==> config.mk <==
export PLATFORM = sky130hd
export DESIGN_NAME = gzip_stored_block_decoder
export DESIGN_NICKNAME = d
export VERILOG_FILES = /design/src/rtl/gzip_stored_block_decoder.sv
export SDC_FILE = /design/constraint.sdc
export NUM_CORES = 1
export LEC_CHECK = 0
export CORE_MARGIN = 2
export CORE_UTILIZATION = 50
export CTS_CLUSTER_DIAMETER = 50
export CTS_CLUSTER_SIZE = 10
export DETAILED_ROUTE_END_ITERATION = 12
export HOLD_SLACK_MARGIN = 0.08
export PLACE_DENSITY = 0.68
export SLEW_MARGIN = 20
export SYNTH_ARGS = -nofsm -noshare
export SYNTH_HDL_FRONTEND = slang
export SYNTH_SLANG_ARGS = --single-unit
==> constraint.sdc <==
create_clock -name clk -period 8.2 [get_ports clk]
set_input_delay 2.05 -clock clk [delete_from_list [all_inputs] [get_ports clk]]
set_output_delay 2.05 -clock clk [all_outputs]
set_load 0.005 [all_outputs]
==> src/rtl/gzip_stored_block_decoder.sv <==
// gzip_stored_block_decoder
// Parses DEFLATE stored (BTYPE=00) blocks out of a 32-bit word stream and
// writes each block's payload bytes into a byte-wide FIFO.
//
// Ports:
//   clk, rst          clock, synchronous active-high reset
//   empty_in          source word FIFO empty
//   rd_en_in          source FIFO read strobe (din_32 valid one cycle later)
//   din_32            stream word, first stream byte on [7:0], LSB-first bits
//   full_out          destination byte FIFO full
//   wr_en_out         destination write strobe (registered)
//   dout_byte         payload byte (registered)
//   block_done        1-cycle pulse after the last byte of a block
//   stream_done       1-cycle pulse after the BFINAL block completes
//   last_block        BFINAL of the current block
//   error             sticky error flag
//   error_code        1: BTYPE!=00, 2: NLEN!=~LEN, 3: LEN>MAX_LEN
module gzip_stored_block_decoder #(
    parameter int unsigned MAX_LEN = 65535
) (
    input  logic        clk,
    input  logic        rst,
    input  logic        empty_in,
    output logic        rd_en_in,
    input  logic [31:0] din_32,
    input  logic        full_out,
    output logic        wr_en_out,
    output logic [7:0]  dout_byte,
    output logic        block_done,
    output logic        stream_done,
    output logic        last_block,
    output logic        error,
    output logic [1:0]  error_code
);

    typedef enum logic [2:0] {
        S_HDR, S_ALIGN, S_LEN, S_NLEN, S_COPY, S_BEND, S_ERR
    } state_t;

    state_t      state_q, state_d;
    logic [63:0] buf_q, buf_d;
    logic [6:0]  cnt_q, cnt_d;
    logic        pend_q;
    logic [15:0] len_q, len_d;
    logic [15:0] rem_q, rem_d;
    logic        wr_en_q, wr_en_d;
    logic [7:0]  dout_q, dout_d;
    logic        bdone_q, bdone_d;
    logic        sdone_q, sdone_d;
    logic        last_q, last_d;
    logic        err_q, err_d;
    logic [1:0]  code_q, code_d;

    logic [6:0]  consume;
    logic [6:0]  cnt_post;
    logic [15:0] nlen;

    // At most one word in flight, so the append never overflows 64 bits.
    assign rd_en_in = !rst && (cnt_q <= 7'd32) && !empty_in && !pend_q
                      && (state_q != S_ERR);

    assign nlen = buf_q[15:0];

    always_comb begin
        state_d = state_q;
        consume = 7'd0;
        len_d   = len_q;
        rem_d   = rem_q;
        wr_en_d = 1'b0;
        dout_d  = dout_q;
        bdone_d = 1'b0;
        sdone_d = 1'b0;
        last_d  = last_q;
        err_d   = err_q;
        code_d  = code_q;

        case (state_q)
            S_HDR: begin
                if (cnt_q >= 7'd3) begin
                    last_d  = buf_q[0];
                    consume = 7'd3;
                    if (buf_q[2:1] != 2'b00) begin
                        err_d   = 1'b1;
                        code_d  = 2'd1;
                        state_d = S_ERR;
                    end else begin
                        state_d = S_ALIGN;
                    end
                end
            end
            S_ALIGN: begin
                // Whole words are appended, so a byte boundary of the stream
                // sits where the remaining count is a multiple of 8.
                consume = {4'd0, cnt_q[2:0]};
                state_d = S_LEN;
            end
            S_LEN: begin
                if (cnt_q >= 7'd16) begin
                    len_d   = buf_q[15:0];
                    consume = 7'd16;
                    state_d = S_NLEN;
                end
            end
            S_NLEN: begin
                if (cnt_q >= 7'd16) begin
                    consume = 7'd16;
                    if (nlen != ~len_q) begin
                        err_d   = 1'b1;
                        code_d  = 2'd2;
                        state_d = S_ERR;
                    end else if (32'(len_q) > MAX_LEN) begin
                        err_d   = 1'b1;
                        code_d  = 2'd3;
                        state_d = S_ERR;
                    end else if (len_q == 16'd0) begin
                        state_d = S_BEND;
                    end else begin
                        rem_d   = len_q;
                        state_d = S_COPY;
                    end
                end
            end
            S_COPY: begin
                if ((cnt_q >= 7'd8) && !full_out) begin
                    wr_en_d = 1'b1;
                    dout_d  = buf_q[7:0];
                    consume = 7'd8;
                    rem_d   = rem_q - 16'd1;
                    if (rem_q == 16'd1) state_d = S_BEND;
                end
            end
            S_BEND: begin
                bdone_d = 1'b1;
                if (last_q) begin
                    sdone_d = 1'b1;
                    // Drop what is left of the partially used word; the next
                    // stream starts on a fresh word.
                    consume = {2'd0, cnt_q[4:0]};
                end
                state_d = S_HDR;
            end
            default: begin
                state_d = S_ERR;
            end
        endcase
    end

    // Consume first, then append an arriving word at the post-consume count.
    always_comb begin
        cnt_post = cnt_q - consume;
        buf_d    = buf_q >> consume;
        cnt_d    = cnt_post;
        if (pend_q && (state_q != S_ERR)) begin
            buf_d = buf_d | ({32'd0, din_32} << cnt_post);
            cnt_d = cnt_post + 7'd32;
        end
    end

    always_ff @(posedge clk) begin
        if (rst) begin
            state_q <= S_HDR;
            buf_q   <= '0;
            cnt_q   <= '0;
            pend_q  <= 1'b0;
            len_q   <= '0;
            rem_q   <= '0;
            wr_en_q <= 1'b0;
            dout_q  <= '0;
            bdone_q <= 1'b0;
            sdone_q <= 1'b0;
            last_q  <= 1'b0;
            err_q   <= 1'b0;
            code_q  <= '0;
        end else begin
            state_q <= state_d;
            buf_q   <= buf_d;
            cnt_q   <= cnt_d;
            pend_q  <= rd_en_in;
            len_q   <= len_d;
            rem_q   <= rem_d;
            wr_en_q <= wr_en_d;
            dout_q  <= dout_d;
            bdone_q <= bdone_d;
            sdone_q <= sdone_d;
            last_q  <= last_d;
            err_q   <= err_d;
            code_q  <= code_d;
        end
    end

    assign wr_en_out   = wr_en_q;
    assign dout_byte   = dout_q;
    assign block_done  = bdone_q;
    assign stream_done = sdone_q;
    assign last_block  = last_q;
    assign error       = err_q;
    assign error_code  = code_q;

endmodule

==> flow_summary.ini <==
[drt]
drcViolationCount = 0
wire_per_inst_um = 25.49
drt_iter0_drc = 1899
via_count = 12274
dr.pass1.iters = 7
routed_via_density = 7.099
routed_wl_um = 44080
drtAntennaViolNets = 0

[synthesis]
synth_cells = 1441
synth_compound_area_share_pct = 25.47
synth_area_um2 = 11650
synth_nets = 1487
synth_simple_gate_area_share_pct = 18.65
synth-seq-cells = 122
ys_warn_count = 0
synth_fa_ha_area_share_pct = 1.203
synth_top_family_by_area = multiplexers
synth.distinct_cells = 80
postSynthAreaPerCell_um2 = 8.083
synthMuxAreaShare_pct = 26.38
synth_flop_cell = dfxtp_1
synth_edf_count = 0
yosys.area.top_type = dfxtp_1
ys_async_sr_fraction_pct = 0
synth_top_area_share_pct = 20.97
synth-seq-area-share_pct = 20.97
synth_xor_area_share_pct = 1.504
ys_top_cells_by_area = dfxtp_1, mux2i_1, mux4_2, mux2_2, nand2_1

[sta]
final.setup.tns_ps = 0
hold_violations = 0
rsz0062_at_grt = no
maxSlewHeadroom_pct = 26.58
drv_slew = 0
fmax_ghz = 0.1566
setup_viol = 0
period_minus_slack_ps = 6387
finalClockSkew_ps = 12.91
period_share_pct = 77.89
tightest_slew_ps = 1096

[hold_path]
worstHoldPathType = register to register

[critical_path]
cp-endpoint = buf_q[0]
cp_cell_sequence = clkdlybuf4s50_1, o31a_1, nor2_4, inv_2, ha_1, or2_2, o22ai_1, xor2_2, nand4_1, nor2_1, a221oi_1, a211oi_1
crit_family = simple AND/OR/NAND/NOR gates
crit_start = full_out
reg2reg_from = state_q[0]
reg2reg_depth = 13
start_kind = input pin
worst-path-buf-inv = 2
critPathCaptureType = register
rrSetupSlack_ps = 2220
worstPathRequired_ps = 8540
critPathMaxFanout = 20
r2r_end = buf_q[0]
worst_path_largest_cell_delay_ps = 830
cp_slowest_cell = xor2_2
worstSetupPathType = input pin to register
cp.arrival_ps = 6730
worstSetupPathDepth = 12

[final_layout]
diodes = 0
drive_gt1_share_pct = 13.56
areaGrowthSynthToFinish_pct = 10.76
final_cell_mix = nand2_1, mux2i_1, dfxtp_1
layout_commonest_cell = nand2_1
final_cells = 1729
fin_nets = 1450

[cts]
clk_path_buf_depth = 2
clkLatencyLatePin_ps = 430
post_cts_buffers = 0
clk_pin_slew_ps = 70
cts_inserted_buffers = 17
h-tree-depth = 4
root_buffer = clkbuf_16
hold_buffers = 0
cts_resized = 0
numClockSinks = 122
cts_tree = built

[placed_design]
port_buffers = 51
dpl.cell_count = 1697
gp_congestion = 1.034
dp_hpwl_um = 32550

[floorplanning]
start_util_pct = 51.13
die_w_um = 156.6
ios = 52
rows = 55
dieArea_um2 = 24530
coreArea_um2 = 22780
die_h_um = 156.6

[run]
drv_cap = 0

[status]
status = complete, no violations

[global_route]
grt_pass1_vias = 11176
grt_antenna_before_repair = 0
grt_start_max_net_pins = 77
grt_overflow_total = 0
grt_pass1_wl_um = 67760
grt_usage_pct = 36.08
## layer usage
| layer | vias to the layer above | GRT usage, % | wire length [um] |
|---|---|---|---|
| met5 | - | 0 | 0 |
| li1 | 5472 | - | - |
| met2 | 862 | 51.00 | 18150 |
| met4 | 0 | 12.23 | 1545 |
| met1 | 5822 | 51.49 | 18490 |
| met3 | 118 | 11.66 | 5894 |
## kinds of logic after synthesis
logic type | count (synthesis)
AND/OR/NAND/NOR | 455
XOR/XNOR | 20
adder cells (fa/ha/maj) | 10
buffers and inverters | 159
AO/OA/AOI/OAI | 429
multiplexers | 246
flip-flops | 122
## worst min path at each step
stage | from | to | slack (ps) | depth (start not counted)
floorplan | error | error | 440 | 2
global placement | error | error | 440 | 2
detailed placement | error | error | 440 | 2
CTS | error | error | 450 | 2
global route | dout_byte[2] | dout_byte[2] | 480 | 2
finish | error | error | 440 | 2
## worst reg2reg max path, stage by stage, from the launching register on
cell,delay [ps]
dfxtp_1,810
or3_1,290
a21oi_4,40
buf_4,250
nor2_4,810
inv_2,130
fa_1,560
nor2b_1,240
o22ai_1,280
xor2_2,850
nand4_1,710
nor2_1,510
a221oi_1,150
a211oi_1,250
## sequential cells by signal (all words and copies together), names as in the netlist
signal       flops
cnt_q            7
last_block       1
block_done       1
len_q           16
buf_q           64
wr_en_out        1
stream_done      1
error_code       2
pend_q           1
rem_q           16
state_q          3
dout_byte        8
error            1
## cells in the mapped netlist (all sizes together), types with 18 or more instances
master and instances:
nand4 29, and2 19, mux2i 145, nand3 39
a21oi 76, and3 18, dfxtp 122, xnor2 18
mux2 58, nor2 96, o211ai 60, buf 52
nand2 165, o221ai 24, o21ai 75, inv 21
mux4 43, a31oi 22, nor3 31, clkbuf 84
o31ai 20, a211oi 32
## through the flow
stage	utilization (%)	hold WS, ps	setup WS (ps)	cell area (um2)
floorplan	-	442.1	2747	11650
global placement	53.68	435.1	1798	12230
detailed placement	53.68	438.4	1628	12230
CTS	56.47	448.9	2053	12860
global route	56.64	478.6	1565	12900
finish	56.64	444.5	1813	12900
## cell type report
| cell class | count | area, um2 |
|---|---|---|
| inverter | 23 | 86.33 |
| timing repair buffer | 80 | 745.7 |
| tap | 313 | 391.6 |
| fill | 2156 | 9877 |
| sequential | 122 | 2442 |
| clock inverter | 14 | 210.2 |
| multi-input combinational | 1160 | 8600 |
| clock buffer | 17 | 425.4 |
Power is left out: the tool's default activity adds up to more than one toggle a clock period on the data nets, which glitch-free logic cannot reach.
